$ cat src/rtl/axis_usr_split_buf.sv
// Registered tuser/tdata splitter: forms one output word per accepted beat, tracks a
// tuser flag bit and its rising edges, and buffers through a 2-entry skid pair.
module axis_usr_split_buf #(
    parameter int AXIS_TDATA_WIDTH = 32,
    parameter int AXIS_TUSER_WIDTH = 32,
    parameter int DATA_BITS        = 16,
    parameter int USER_BITS        = 16,
    parameter int FLAG_BIT         = 16,
    parameter int CNT_WIDTH        = 32
) (
    input  logic                        aclk,
    input  logic                        aresetn,
    input  logic [1:0]                  cfg_mode,
    input  logic                        cnt_clear,
    output logic                        user_data,
    output logic [CNT_WIDTH-1:0]        flag_cnt,
    output logic                        s_axis_tready,
    input  logic [AXIS_TDATA_WIDTH-1:0] s_axis_tdata,
    input  logic                        s_axis_tvalid,
    input  logic [AXIS_TUSER_WIDTH-1:0] s_axis_tuser,
    input  logic                        m_axis_tready,
    output logic [AXIS_TDATA_WIDTH-1:0] m_axis_tdata,
    output logic                        m_axis_tvalid
);

    typedef enum logic [1:0] {
        MODE_PACK  = 2'd0,
        MODE_DATA  = 2'd1,
        MODE_USER  = 2'd2,
        MODE_GATED = 2'd3
    } mode_e;

    mode_e                       mode;
    logic                        accept;
    logic                        flag;
    logic                        fwd;
    logic                        out_xfer;
    logic [AXIS_TDATA_WIDTH-1:0] word;

    logic                        out_valid_q, out_valid_d;
    logic [AXIS_TDATA_WIDTH-1:0] out_data_q,  out_data_d;
    logic                        skid_valid_q, skid_valid_d;
    logic [AXIS_TDATA_WIDTH-1:0] skid_data_q,  skid_data_d;
    logic                        s_ready_q,   s_ready_d;
    logic                        user_data_q, user_data_d;
    logic                        prev_flag_q, prev_flag_d;
    logic [CNT_WIDTH-1:0]        flag_cnt_q,  flag_cnt_d;

    always_comb begin
        mode   = mode_e'(cfg_mode);
        flag   = s_axis_tuser[FLAG_BIT];
        accept = s_axis_tvalid & s_ready_q;
        word   = '0;
        case (mode)
            MODE_DATA: word = s_axis_tdata;
            MODE_USER: word[USER_BITS-1:0] = s_axis_tuser[USER_BITS-1:0];
            default: begin
                word[DATA_BITS-1:0]         = s_axis_tdata[DATA_BITS-1:0];
                word[DATA_BITS +: USER_BITS] = s_axis_tuser[USER_BITS-1:0];
            end
        endcase
        // Gated mode still consumes a flag-low beat; it just never reaches the buffer.
        fwd = accept & ((mode != MODE_GATED) | flag);
    end

    always_comb begin
        out_valid_d  = out_valid_q;
        out_data_d   = out_data_q;
        skid_valid_d = skid_valid_q;
        skid_data_d  = skid_data_q;
        out_xfer     = out_valid_q & m_axis_tready;

        // With the skid full, s_ready_q is low, so no new beat can arrive alongside the drain.
        if (skid_valid_q) begin
            if (out_xfer) begin
                out_data_d   = skid_data_q;
                skid_valid_d = 1'b0;
            end
        end else if (!out_valid_q || out_xfer) begin
            out_valid_d = fwd;
            if (fwd) begin
                out_data_d = word;
            end
        end else if (fwd) begin
            skid_valid_d = 1'b1;
            skid_data_d  = word;
        end

        s_ready_d = !skid_valid_d;
    end

    always_comb begin
        user_data_d = user_data_q;
        prev_flag_d = prev_flag_q;
        flag_cnt_d  = flag_cnt_q;
        if (accept) begin
            user_data_d = flag;
            prev_flag_d = flag;
        end
        if (cnt_clear) begin
            flag_cnt_d = '0;
        end else if (accept && flag && !prev_flag_q) begin
            flag_cnt_d = flag_cnt_q + CNT_WIDTH'(1);
        end
    end

    always_ff @(posedge aclk or negedge aresetn) begin
        if (!aresetn) begin
            out_valid_q  <= 1'b0;
            out_data_q   <= '0;
            skid_valid_q <= 1'b0;
            skid_data_q  <= '0;
            s_ready_q    <= 1'b0;
            user_data_q  <= 1'b0;
            prev_flag_q  <= 1'b0;
            flag_cnt_q   <= '0;
        end else begin
            out_valid_q  <= out_valid_d;
            out_data_q   <= out_data_d;
            skid_valid_q <= skid_valid_d;
            skid_data_q  <= skid_data_d;
            s_ready_q    <= s_ready_d;
            user_data_q  <= user_data_d;
            prev_flag_q  <= prev_flag_d;
            flag_cnt_q   <= flag_cnt_d;
        end
    end

    assign m_axis_tvalid = out_valid_q;
    assign m_axis_tdata  = out_data_q;
    assign s_axis_tready = s_ready_q;
    assign user_data     = user_data_q;
    assign flag_cnt      = flag_cnt_q;

endmodule

$ cat config.mk
export PLATFORM = sky130hd
export DESIGN_NAME = axis_usr_split_buf
export DESIGN_NICKNAME = d
export VERILOG_FILES = /design/src/rtl/axis_usr_split_buf.sv
export SDC_FILE = /design/constraint.sdc
export NUM_CORES = 1
export LEC_CHECK = 0
export ABC_CLOCK_PERIOD_IN_PS = 3100
export CORE_AREA = 2 2 100 102
export DETAILED_ROUTE_END_ITERATION = 8
export DIE_AREA = 0 0 102 104
export PLACE_DENSITY = 0.93
export SLEW_MARGIN = 20
export SYNTH_ARGS = -nofsm -noshare
export SYNTH_HDL_FRONTEND = slang
export SYNTH_SLANG_ARGS = --single-unit
export TNS_END_PERCENT = 5
$ cat constraint.sdc
create_clock -name aclk -period 3.1 [get_ports aclk]
set_input_delay 0.465 -clock aclk [delete_from_list [all_inputs] [get_ports aclk]]
set_output_delay 0.465 -clock aclk [all_outputs]
set_load 0.1 [all_outputs]
==> results.cfg <==
[detailed_routing]
first_iter_violations = 177
drt-pass1-iter-count = 5
drc = 0
routed_wl_mm = 11.0
wire_per_inst_um = 14.3
dr_total_vias = 4078
viasPerCell = 5.28
ant_nets = 0

[die]
die_w_um = 102
start_util_pct = 50.8
core_area_um2 = 9550
dieArea_um2 = 10600
pin_count = 138
die_h_um = 104
rows = 36

[clocking]
cts_max_level = 3
cts_buffers = 9
cts_root_buf = clkbuf_8
clk_pin_slew_ns = 0.10
cts_setup_buffers = 0
clk_latency_ns = 0.37
cts_tree = done
cts_num_sinks = 100
ctsHoldBuffers = 0
cts.path.max_buffers = 2
cts_resized = 0

[logic_synthesis]
ys_seq_area_share_pct = 51.5
synth-edff-count = 0
synth_nets = 602
ys_ff_latch = 100
yosysWarnings = 0
async_reset_ff_share_pct = 100
synth.distinct_cells = 35
yosys-top-cells-count = dfrtp_1 (100), nor2_1 (91), a21oi_1 (72)
synth_top_area_share_pct = 51.5
yosys-top-cells-area = dfrtp_1 (52%), a21oi_1 (7.4%), nor2_1 (7.0%)
syn_area_per_cell_um2 = 9.21
synth.largest_area_cell = dfrtp_1
ys.flop_type = dfrtp_1
syn_inst = 527
synth_most_common_cell = dfrtp_1
synth.cell_area_um2 = 4850

[placed_design]
dp_slack_ns = 0.582
gp_congestion = 0.891
hpwl_mm = 8.24
numPortBuffers = 122

[pwr]
power_leakage_nw = 2.84
max-vdd-ir-drop_mv = 0.682
power.density_nw_per_um2 = 953

[global_routing]
antenna_found_initial = 0
grt_util_all_layers_pct = 21.4
grt_pass1_wl_mm = 18.0
grt_overflow = 0
grt_max_degree = 79
grt_pass1_vias = 3815

[sta]
min_period_ns = 2.13
worstMarginPinSlew_ns = 0.958
worst_slack_ns = 0.973
slew_viol_final = 0
skew_ns = 0.00724
hold_violations = 0
slew_headroom_pct = 36.1
max_freq_mhz = 470
fin_tns_setup_ns = 0
finalCritPeriodShare_pct = 68.6
grt_setup_unrepaired = false
setup_viol = 0

[layout]
antenna_cells = 0
nNetsFinal = 710
layout-drive-gt1-share_pct = 18.8
syn2layout_area_growth_pct = 28.8

[critical_path]
cp_max_fo = 26
crit_path_end_kind = register
worstPathArrival_ns = 2.39
startpoint_type = input port
required_ns = 3.36
critical_path_class = in2reg

[run_status]
outcome = finished, final reports clean

[min_path]
worstHoldPathType = in2async

[run]
drv_cap = 0
cell type report:
| cell class | instances | area [um2] |
|---|---|---|
| fillers | 761 | 3290 |
| flip-flops and latches | 100 | 2500 |
| multi-input cells | 381 | 2170 |
| repair buffers | 133 | 1160 |
| well taps | 133 | 166 |
| clock buffers | 9 | 124 |
| clock inverters | 7 | 98.8 |
| inverters | 10 | 37.5 |
critical path, cell delays in order:
cell and delay (ns):
clkdlybuf4s50_1 0.52, inv_1 0.07, ha_1 0.44, buf_12 0.20, nor2_1 0.05, a21oi_1 0.17, o21ai_0 0.16, mux2_2 0.31
kinds of logic after synthesis:
logic type               Yosys count  share of synthesized area (%)
AND/OR/NAND/NOR                  202                           19.1
AO/OA/AOI/OAI                    117                           12.5
flip-flops                       100                           51.5
buffers and inverters             46                           4.10
multiplexers                      33                           7.24
XOR/XNOR                          25                           4.51
adder cells (fa/ha/maj)            4                           1.03
sequential cells by signal (all words and copies together) (netlist names):
name,cells
skid_valid_q,1
flag_cnt,32
skid_data_q,32
prev_flag_q,1
m_axis_tvalid,1
s_axis_tready,1
m_axis_tdata,32
final timing paths:
check / from / to / slack (ns) / cells after the start
worst max-delay path: cfg_mode[0] / m_axis_tdata[25]$_DFFE_PN0P_ / 0.97 / 8
worst min-delay path: aresetn / flag_cnt[7]$_DFFE_PN0P_ / 0.21 / 1
worst max register to register: flag_cnt[9]$_DFFE_PN0P_ / flag_cnt[20]$_DFFE_PN0P_ / 1.03 / 5
worst min register to register: m_axis_tdata[10]$_DFFE_PN0P_ / m_axis_tdata[10]$_DFFE_PN0P_ / 0.49 / 2
max in group asynchronous: aresetn / flag_cnt[14]$_DFFE_PN0P_ / 2.11 / 2
min in group aclk: m_axis_tdata[10]$_DFFE_PN0P_ / m_axis_tdata[10]$_DFFE_PN0P_ / 0.49 / 2
cell usage in the layout, fill, tap and decap left out, types with 9 or more instances in the layout:
| master | instances |
|---|---|
| inv_1 | 10 |
| buf_4 | 77 |
| clkdlybuf4s50_1 | 54 |
| nor2_1 | 91 |
| dfrtp_1 | 99 |
| mux2i_1 | 16 |
| xnor2_1 | 11 |
| a21oi_1 | 72 |
| o21ai_0 | 35 |
| clkbuf_8 | 9 |
| xor2_1 | 14 |
| nand2_1 | 61 |
| mux2_2 | 17 |
stage by stage:
stage               power, mW  cells  hold WS, ns  utilization, %  instance area [um2]
floorplan                4.34    527        0.169               -                 4850
global placement         5.00    757        0.467            63.2                 6030
detailed placement       5.09    757        0.479            63.2                 6030
CTS                      6.01    773        0.261            65.5                 6250
global route             6.27    773        0.294            65.5                 6250
finish                   5.96    773        0.211            65.5                 6250
where the power goes:
part | leakage [nW] | switching [mW] | total (mW) | internal [mW]
combinational | 1.47 | 2.27 | 3.05 | 0.784
clock | 0.110 | 0.455 | 0.915 | 0.460
sequential | 1.26 | 0.253 | 1.99 | 1.74
routing by layer:
layer	wire, um	vias up	GRT usage [%]
met5	0	-	0
met4	181	0	8.29
met3	990	12	5.24
met2	5190	173	33.1
met1	4670	1891	29.0
li1	-	2002	-
Power figures use the tool's default switching activity.
